## config.mk

```make
export PLATFORM = sky130hd
export DESIGN_NAME = avalon_reg_bank
export DESIGN_NICKNAME = d
export VERILOG_FILES = /design/src/rtl/avalon_reg_bank_pkg.sv /design/src/rtl/avalon_reg_bank_be_reg.sv /design/src/rtl/avalon_reg_bank.sv
export SDC_FILE = /design/constraint.sdc
export NUM_CORES = 1
export LEC_CHECK = 0
export ABC_AREA = 1
export CORE_ASPECT_RATIO = 0.75
export CORE_MARGIN = 1.5
export CORE_UTILIZATION = 53
export DETAILED_ROUTE_END_ITERATION = 12
export PLACE_DENSITY = 0.86
export SYNTH_ARGS = -nofsm -noshare
export SYNTH_HDL_FRONTEND = slang
export SYNTH_HIERARCHICAL = 1
export SYNTH_SLANG_ARGS = --single-unit
```

## constraint.sdc

```tcl
create_clock -name clk_i -period 4.4 [get_ports clk_i]
set_clock_uncertainty 0.15 [all_clocks]
set_input_delay 0.88 -clock clk_i [delete_from_list [all_inputs] [get_ports clk_i]]
set_output_delay 0.88 -clock clk_i [all_outputs]
set_load 0.02 [all_outputs]
```

## src/rtl/avalon_reg_bank_pkg.sv

```systemverilog
// Shared definitions for Avalon-MM slave blocks: byte width and byte-lane mask expansion.
package avalon_reg_bank_pkg;

  localparam int unsigned BYTE_W    = 8;
  localparam int unsigned MAX_BYTES = 8;

  // Callers cast the result down to their own data width.
  function automatic logic [MAX_BYTES*BYTE_W-1:0] lane_mask(input logic [MAX_BYTES-1:0] be);
    logic [MAX_BYTES*BYTE_W-1:0] m;
    for (int b = 0; b < MAX_BYTES; b++) begin
      m[b*BYTE_W +: BYTE_W] = {BYTE_W{be[b]}};
    end
    return m;
  endfunction

endpackage

```

## src/rtl/avalon_reg_bank_be_reg.sv

```systemverilog
// Single register with per-byte-lane write enables and asynchronous active-high reset.
module be_reg
  import avalon_reg_bank_pkg::*;
#(
  parameter int unsigned       DATA_W    = 32,
  parameter logic [DATA_W-1:0] RESET_VAL = '0
) (
  input  logic                     clk_i,
  input  logic                     rst_i,
  input  logic                     we_i,
  input  logic [DATA_W/BYTE_W-1:0] be_i,
  input  logic [DATA_W-1:0]        wdata_i,
  output logic [DATA_W-1:0]        q_o
);

  logic [DATA_W-1:0] mask;
  logic [DATA_W-1:0] q_d, q_q;

  assign mask = DATA_W'(lane_mask(MAX_BYTES'(be_i)));

  always_comb begin
    q_d = q_q;
    if (we_i) begin
      q_d = (q_q & ~mask) | (wdata_i & mask);
    end
  end

  always_ff @(posedge clk_i or posedge rst_i) begin
    if (rst_i) begin
      q_q <= RESET_VAL;
    end else begin
      q_q <= q_d;
    end
  end

  assign q_o = q_q;

endmodule

```

## src/rtl/avalon_reg_bank.sv

```systemverilog
// Avalon-MM register bank: byte-writable control registers, sticky W1C STATUS with level irq,
// and latency-1 registered reads.
module avalon_reg_bank
  import avalon_reg_bank_pkg::*;
#(
  parameter int unsigned       DATA_W    = 32,
  parameter int unsigned       NUM_REGS  = 4,
  parameter int unsigned       ADDR_W    = $clog2(NUM_REGS + 1),
  parameter logic [DATA_W-1:0] RESET_VAL = '0
) (
  input  logic                       clk_i,
  input  logic                       reset_i,
  input  logic [ADDR_W-1:0]          address_i,
  input  logic                       chipselect_i,
  input  logic                       read_i,
  input  logic                       write_i,
  input  logic [DATA_W/BYTE_W-1:0]   byteenable_i,
  input  logic [DATA_W-1:0]          writedata_i,
  output logic [DATA_W-1:0]          readdata_o,
  output logic                       readdatavalid_o,
  input  logic [DATA_W-1:0]          event_in_i,
  output logic                       irq_o,
  output logic [NUM_REGS*DATA_W-1:0] q_export_o,
  output logic [NUM_REGS-1:0]        wr_pulse_o
);

  logic                wr_en, rd_en, status_hit;
  logic [NUM_REGS-1:0] reg_hit;
  logic [DATA_W-1:0]   q_arr [NUM_REGS];
  logic [DATA_W-1:0]   wmask, clr, rd_mux;

  logic [DATA_W-1:0]   status_d, status_q;
  logic [DATA_W-1:0]   readdata_d, readdata_q;
  logic                rdv_q, irq_q;
  logic [NUM_REGS-1:0] wr_pulse_q;

  assign wr_en      = chipselect_i & write_i;
  assign rd_en      = chipselect_i & read_i;
  assign status_hit = address_i == ADDR_W'(NUM_REGS);
  assign wmask      = DATA_W'(lane_mask(MAX_BYTES'(byteenable_i)));

  for (genvar i = 0; i < NUM_REGS; i++) begin : g_regs
    assign reg_hit[i] = wr_en && (address_i == ADDR_W'(i));

    be_reg #(
      .DATA_W    (DATA_W),
      .RESET_VAL (RESET_VAL)
    ) u_be_reg (
      .clk_i   (clk_i),
      .rst_i   (reset_i),
      .we_i    (reg_hit[i]),
      .be_i    (byteenable_i),
      .wdata_i (writedata_i),
      .q_o     (q_arr[i])
    );

    assign q_export_o[i*DATA_W +: DATA_W] = q_arr[i];
  end

  // Events are OR-ed in after the clear so a same-cycle set survives.
  always_comb begin
    clr = '0;
    if (wr_en && status_hit) begin
      clr = writedata_i & wmask;
    end
    status_d = (status_q & ~clr) | event_in_i;
  end

  // Mux uses current register state, so a same-cycle write returns the old value.
  always_comb begin
    rd_mux = '0;
    for (int i = 0; i < NUM_REGS; i++) begin
      if (address_i == ADDR_W'(i)) begin
        rd_mux = q_arr[i];
      end
    end
    if (status_hit) begin
      rd_mux = status_q;
    end
    readdata_d = rd_en ? rd_mux : readdata_q;
  end

  always_ff @(posedge clk_i or posedge reset_i) begin
    if (reset_i) begin
      status_q   <= '0;
      irq_q      <= 1'b0;
      readdata_q <= '0;
      rdv_q      <= 1'b0;
      wr_pulse_q <= '0;
    end else begin
      status_q   <= status_d;
      irq_q      <= |status_d;
      readdata_q <= readdata_d;
      rdv_q      <= rd_en;
      wr_pulse_q <= reg_hit;
    end
  end

  assign readdata_o      = readdata_q;
  assign readdatavalid_o = rdv_q;
  assign irq_o           = irq_q;
  assign wr_pulse_o      = wr_pulse_q;

endmodule
```

==> results of run 1 <==
[worst min-delay path by stage]
| stage | from | end | slack [ns] |
|---|---|---|---|
| after floorplan | status_q[11] | status_q[11] | 0.31 |
| final | register | register | 0.35 |
| after global placement | readdata_o[20] | readdata_o[20] | 0.32 |
| after global routing | status_q[30] | status_q[30] | 0.37 |
| after detailed placement | register | register | 0.34 |
| after CTS | status_q[28] | status_q[28] | 0.35 |
[per-stage QoR]
stage,hold WS [ns],instances
2_1_floorplan,0.311,1139
3_3_place_gp,0.315,1554
3_5_place_dp,0.337,1554
4_1_cts,0.354,1586
5_1_grt,0.367,1586
6_report,0.351,1586
[cell usage in the layout (no fill, tap or decap), drive strengths merged]
| master | instances |
|---|---|
| bufinv | 6 |
| clkinvlp | 1 |
| inv | 108 |
| clkbuf | 21 |
| a21oi | 63 |
| nand2 | 395 |
| clkinv | 3 |
| nand3 | 195 |
| a41oi | 31 |
| nand4 | 2 |
| o21ai | 32 |
| buf | 27 |
| nor2 | 48 |
| nor4 | 1 |
| dfrtp | 198 |
| clkdlybuf4s50 | 240 |
[power groups by stage]
stage	combinational, mW	sequential, mW	clock (mW)
floorplan	0.364	2.61	0
global placement	1.39	2.35	0
detailed placement	1.42	2.35	0
CTS	1.43	2.32	1.82
global route	1.53	2.36	1.90
finish	1.43	2.33	1.81
[worst register-to-register path, delay by kind of cell (launching register included)]
family	cells	cell delay [ns]
AOI/OAI and AO/OA	1	0.22
and+or+nand+nor	5	0.57
DFF	1	0.38
[routing by layer]
layer	part of all wire [%]	GRT usage (%)
met5	0	0
met4	2.0	10.8
met3	13	7.84
met2	46	54.9
met1	39	48.5
[cell type report]
class                           instances  area share, %
Clock buffer                           21           3.80
Inverter                              107           3.25
Tap cell                              215           2.17
Sequential cell                       198           40.0
Multi-Input combinational cell        767           27.9
Timing Repair Buffer                  267           21.0
Clock inverter                         11           1.77
[kinds of logic after synthesis]
| group | after synthesis |
|---|---|
| compound gates | 126 |
| buf+inv | 174 |
| flops | 198 |
| simple gates | 641 |
==> summary.md, run 1 <==
| Metric | Value |
|---|---|
| Status | `completed` |
| Diodes inserted | `0` |
| Max Cap Viol | `0` |
| Cts hold-fix bufs | `0` |
| RePlAce Congestion | `0.892` |
| H-tree Lvls | `4` |
| CTS clk-pin slew, worst paths | `0.07 ns` |
| Sequential Power Share | `41.8%` |
| Post-CTS setup repair buffer count | `0` |
| Worst Hold Depth | `2` |
| Ys Warns | `6` |
| Post-synthesis async set-or-reset flop share | `100%` |
| CTS tree | `yes` |
| WP data required | `4.57 ns` |
| Slew HR | `21.6%` |
| Final Hold Violating Endpoints | `0` |
| Max stage delay on crit path | `0.74 ns` |
| Grt total ovfl | `0` |
| Dominant cells by area after synthesis | `dfrtp_1 54%, nand2_1 16%, nand3_1 11%` |
| Cts bufs inserted | `17` |
| Total die area | `18200 sq um` |
| Final setup fails | `0` |
| Avg Cell Area, Syn | `8.08 sq um` |
| Comb pwr share | `25.7%` |
| Wire per inst | `19.3 microns` |
| #FFs+latches synth | `198` |
| Clock power share | `32.5%` |
| Crit path DAT | `3.34 ns` |
| Final TNS setup | `0 ns` |
| Tot Pwr | `5.57 mW` |
| Final worst path period share | `72.1%` |
| Post_cts resized | `0` |
| Vias in the first global route | `8741` |
| Final net count | `1434` |
| XOR/XNOR Fraction of Synth Area | `0%` |
| Total iterations of the first detailed-routing run | `6` |
| Sink Count | `198` |
| Critical path buffers and inverters | `1` |
| Largest net degree at the start of global routing | `65` |
| Initial antenna violation count | `0` |
| Starting Density | `54.4%` |
| Reg-to-reg slack, setup | `2.95 ns` |
| Fmax | `0.315 GHz` |
| Dominant cell type by area after synthesis | `dfrtp_1` |
| Detail Route Antenna Nets | `0` |
| Via count | `9333` |
| Worst reg2reg path startpoint | `status_q[10]` |
| Yosys top cell area share | `53.8%` |
| Filler cell count in the final layout | `1279` |
| Hold Crit Class | `register to register` |
| Footprint of the multi-input gates | `3460 sq um` |
| Distinct cells, synth | `19` |
| Adder-cell share of the synthesized area | `0%` |
| CORE AREA | `16900 sq um` |
| Dpl hpwl | `20700 microns` |
| Delay-heaviest family, CP | `simple AND/OR/NAND/NOR gates` |
| Syn Nets | `1215` |
| Vias per cell | `5.88` |
| Worst-path cell chain | `clkdlybuf4s50_1 -> nand2_1 -> nor2_4 -> nand2_1 -> a21oi_1 -> nand2_1 -> nor2_1 -> nand2_1 -> nor2_1 -> nand2_1` |
| Root Driver | `clkbuf_16` |
| Worst-path fanout max | `31` |
| Cell mode on critical path | `nand2_1` |
| Reg2reg path depth | `6` |
| Commonest cells in the netlist | `394 x nand2_1, 198 x dfrtp_1, 195 x nand3_1, 105 x inv_1, 63 x a21oi_1` |
| CP Launch Type | `input pin` |
| Die Width | `155 microns` |
| # DRC | `0` |
| Worst-Margin Slew | `1.17 ns` |
| Row count | `41` |
| Crit Path Class | `input pin to register` |
| Pwr dens | `451 nW/um^2` |
| Synth Area in Simple Gates | `29.1%` |
| Top Ports | `242` |
| Layout area overhead | `34.5%` |
| Post-Route Utilization | `73.1%` |
| Setup slack after layout | `1.23 ns` |
| Dpl cell area | `11700 sq um` |
| Syn Inst Count | `1139` |
| First-pass GRT wire length | `47800 microns` |
| Crit. path cell count | `10` |
| Reg2Reg Capture Point | `irq_o` |
| Die Ht | `117 microns` |
| Worst vdd ir | `276 uV` |
| Critical path endpoint category | `register` |
| Sequential share of the synthesized area | `53.8%` |
| Tmin final | `3.17 ns` |
| Cell area after layout | `12400 sq um` |
| Initial DRC Count | `1174` |
| PortBufs | `241` |
| Max-slew violation count | `0` |
| CTS max path bufs | `2` |
| Register area | `4950 sq um` |
| Worst slack, placed | `0.827 ns` |
| Pleak | `5.63 nW` |
| Switch share | `31.1%` |
| Crit path capture | `irq_o` |
| Count leader, synth | `nand2_1` |
| Setup crit start | `chipselect_i` |
| Largest family of logic cells by synthesized area | `simple AND/OR/NAND/NOR gates` |
| RSZ-0062 raised after global routing | `false` |
| Ys flop type | `dfrtp_1` |
| Share of layout cells above drive strength 1 | `5.11%` |
| CP max stage cell | `nor2_4` |
| Mux contribution to synthesized area | `0%` |
| Compound-cell area share of the yosys netlist | `8.12%` |
| Internal power | `3.84 mW` |
| WL final | `30700 microns` |
| Post-synth design cell area | `9200 sq um` |
| Psw | `1.73 mW` |
| Insertion delay to the later sink of the worst-skew pair | `0.43 ns` |
| Gr usage total | `34.8%` |
| EDFF count, synth | `0` |
(Power assumes the default switching activity.)
==> run 2: changes to the inputs <==
--- a/config.mk
+++ b/config.mk
@@ -8,9 +8,9 @@
 export ABC_AREA = 1
 export CORE_ASPECT_RATIO = 0.75
 export CORE_MARGIN = 1.5
-export CORE_UTILIZATION = 53
+export CORE_UTILIZATION = 49
 export DETAILED_ROUTE_END_ITERATION = 12
-export PLACE_DENSITY = 0.86
+export PLACE_DENSITY = 0.8
 export SYNTH_ARGS = -nofsm -noshare
 export SYNTH_HDL_FRONTEND = slang
 export SYNTH_HIERARCHICAL = 1
==> constraint.sdc (replaced) <==
create_clock -name clk_i -period 3.09 [get_ports clk_i]
set_clock_uncertainty 0.15 [all_clocks]
set_input_delay 0.618 -clock clk_i [delete_from_list [all_inputs] [get_ports clk_i]]
set_output_delay 0.618 -clock clk_i [all_outputs]
set_load 0.02 [all_outputs]
==> summary.md, run 2 (synthesis results as in run 1) <==
| Metric | Value |
|---|---|
| Final setup fails | `0` |
| Insertion delay to the later sink of the worst-skew pair | `0.44 ns` |
| Sink Count | `198` |
| CTS clk-pin slew, worst paths | `0.07 ns` |
| GR Util met2 | `49.1%` |
| CP Launch Type | `input pin` |
| Initial DRC Count | `1051` |
| Tmin final | `2.44 ns` |
| Largest net degree at the start of global routing | `45` |
| Max Cap Viol | `0` |
| Most frequent cells in the layout | `394 x nand2_1, 240 x clkdlybuf4s50_1, 198 x dfrtp_1, 195 x nand3_1, 104 x inv_1` |
| Max stage delay on crit path | `0.57 ns` |
| Vias in the first global route | `8988` |
| Post-Route Utilization | `67.7%` |
| Grt met3 use | `8.21%` |
| Total iterations of the first detailed-routing run | `6` |
| Row count | `43` |
| Final worst path period share | `79.1%` |
| Critical path endpoint category | `register` |
| CORE AREA | `18500 sq um` |
| GRT met1 Usage | `46.8%` |
| RePlAce Congestion | `0.908` |
| CTS tree | `yes` |
| Total die area | `19600 sq um` |
| Gr usage total | `32.6%` |
| Dpl hpwl | `22500 microns` |
| RSZ-0062 raised after global routing | `false` |
| Final Hold Violating Endpoints | `0` |
| PortBufs | `241` |
| Pleak | `5.68 nW` |
| Fmax | `0.409 GHz` |
| Max-slew violation count | `0` |
| Worst-Margin Slew | `0.796 ns` |
| Grt total ovfl | `0` |
| Detail Route Antenna Nets | `0` |
| # DRC | `0` |
| Filler cell count in the final layout | `1476` |
| Status | `completed` |
| Diodes inserted | `0` |
| Cts bufs inserted | `17` |
| Tot Pwr | `7.61 mW` |
| Slew HR | `46.9%` |
| Crit Path Class | `input pin to register` |
| Post_cts resized | `0` |
| Final TNS setup | `0 ns` |
| Via count | `9296` |
| Crit path DAT | `2.62 ns` |
| Delay-heaviest family, CP | `buffers and inverters` |
| First-pass GRT wire length | `48800 microns` |
| Root Driver | `clkbuf_16` |
| GRT busiest layer | `met2` |
| WP data required | `3.27 ns` |
| Final net count | `1451` |
| Placed Cells | `1603` |
| Fin cells | `1634` |
| Cts hold-fix bufs | `0` |
| Worst vdd ir | `369 uV` |
| Register area | `4950 sq um` |
| Die Ht | `122 microns` |
| WL final | `30900 microns` |
| Critical path buffers and inverters | `5` |
| Hold Crit Class | `register to register` |
| Setup slack after layout | `0.647 ns` |
| Die Width | `161 microns` |
| Worst-path fanout max | `18` |
| Top Ports | `242` |
| Layout area overhead | `35.8%` |
| Worst slack, placed | `0.241 ns` |
| CTS max path bufs | `2` |
| CP max stage cell | `clkdlybuf4s50_1` |
| Wire per inst | `18.9 microns` |
| Pwr dens | `609 nW/um^2` |
| Share of layout cells above drive strength 1 | `6.06%` |
| Starting Density | `49.9%` |
| Vias per cell | `5.69` |
| H-tree Lvls | `4` |
| Initial antenna violation count | `0` |
| Most common cell after layout, fill and taps aside | `nand2_1` |
| Post-CTS setup repair buffer count | `0` |
| Footprint of the multi-input gates | `3460 sq um` |
| Worst-path cell chain | `clkdlybuf4s50_1 -> inv_1 -> nor2_4 -> inv_1 -> nor2_2 -> inv_1 -> nor2_4 -> buf_4 -> nand2_1 -> nand2_1 -> nand2_1` |
[run 2: layout make-up]
type	instances	area share, %
Multi-Input combinational cell	767	27.7
Clock inverter	8	0.791
Clock buffer	23	3.82
Timing Repair Buffer	284	22.3
Sequential cell	198	39.7
Tap cell	247	2.47
Inverter	107	3.21
[run 2: per-layer routing]
metal,wire [microns],vias up
li1,-,4156
met1,12900,4468
met2,13800,617
met3,3530,55
met4,635,0
met5,0,-
[run 2: power by group]
group / leakage, nW / switching (mW) / internal [mW]
combinational: 3.01 / 1.13 / 0.934
sequential: 2.40 / 0.365 / 2.96
clock: 0.279 / 0.971 / 1.25
total: 5.68 / 2.46 / 5.15
[run 2: path summary, 6_finish.rpt]
| check | start | end | slack (ns) | cells after the start |
|---|---|---|---|---|
| max in group asynchronous | reset_i | async pin | 1.57 | 3 |
| max | address_i[1] | register | 0.65 | 11 |
| min | readdata_o[20] | readdata_o[20] | 0.33 | 2 |
| min reg2reg | readdata_o[20] | readdata_o[20] | 0.33 | 2 |
| min in group asynchronous | reset_i | async pin | 0.46 | 2 |
| max reg2reg | status_q[22] | irq_o | 1.68 | 6 |
[run 2: tightest hold or removal path, cell delays in order (launching register included)]
cell and delay [ns]:
dfrtp_1 0.34, nand2_1 0.06, nand2_1 0.05
[run 2: through the flow]
| step | hold slack, ns | instance area (sq um) |
|---|---|---|
| 5_1_grt | 0.366 | 12500 |
| 4_1_cts | 0.336 | 12500 |
| 2_1_floorplan | 0.311 | 9200 |
| 3_3_place_gp | 0.321 | 11900 |
| 6_report | 0.332 | 12500 |
| 3_5_place_dp | 0.318 | 11900 |
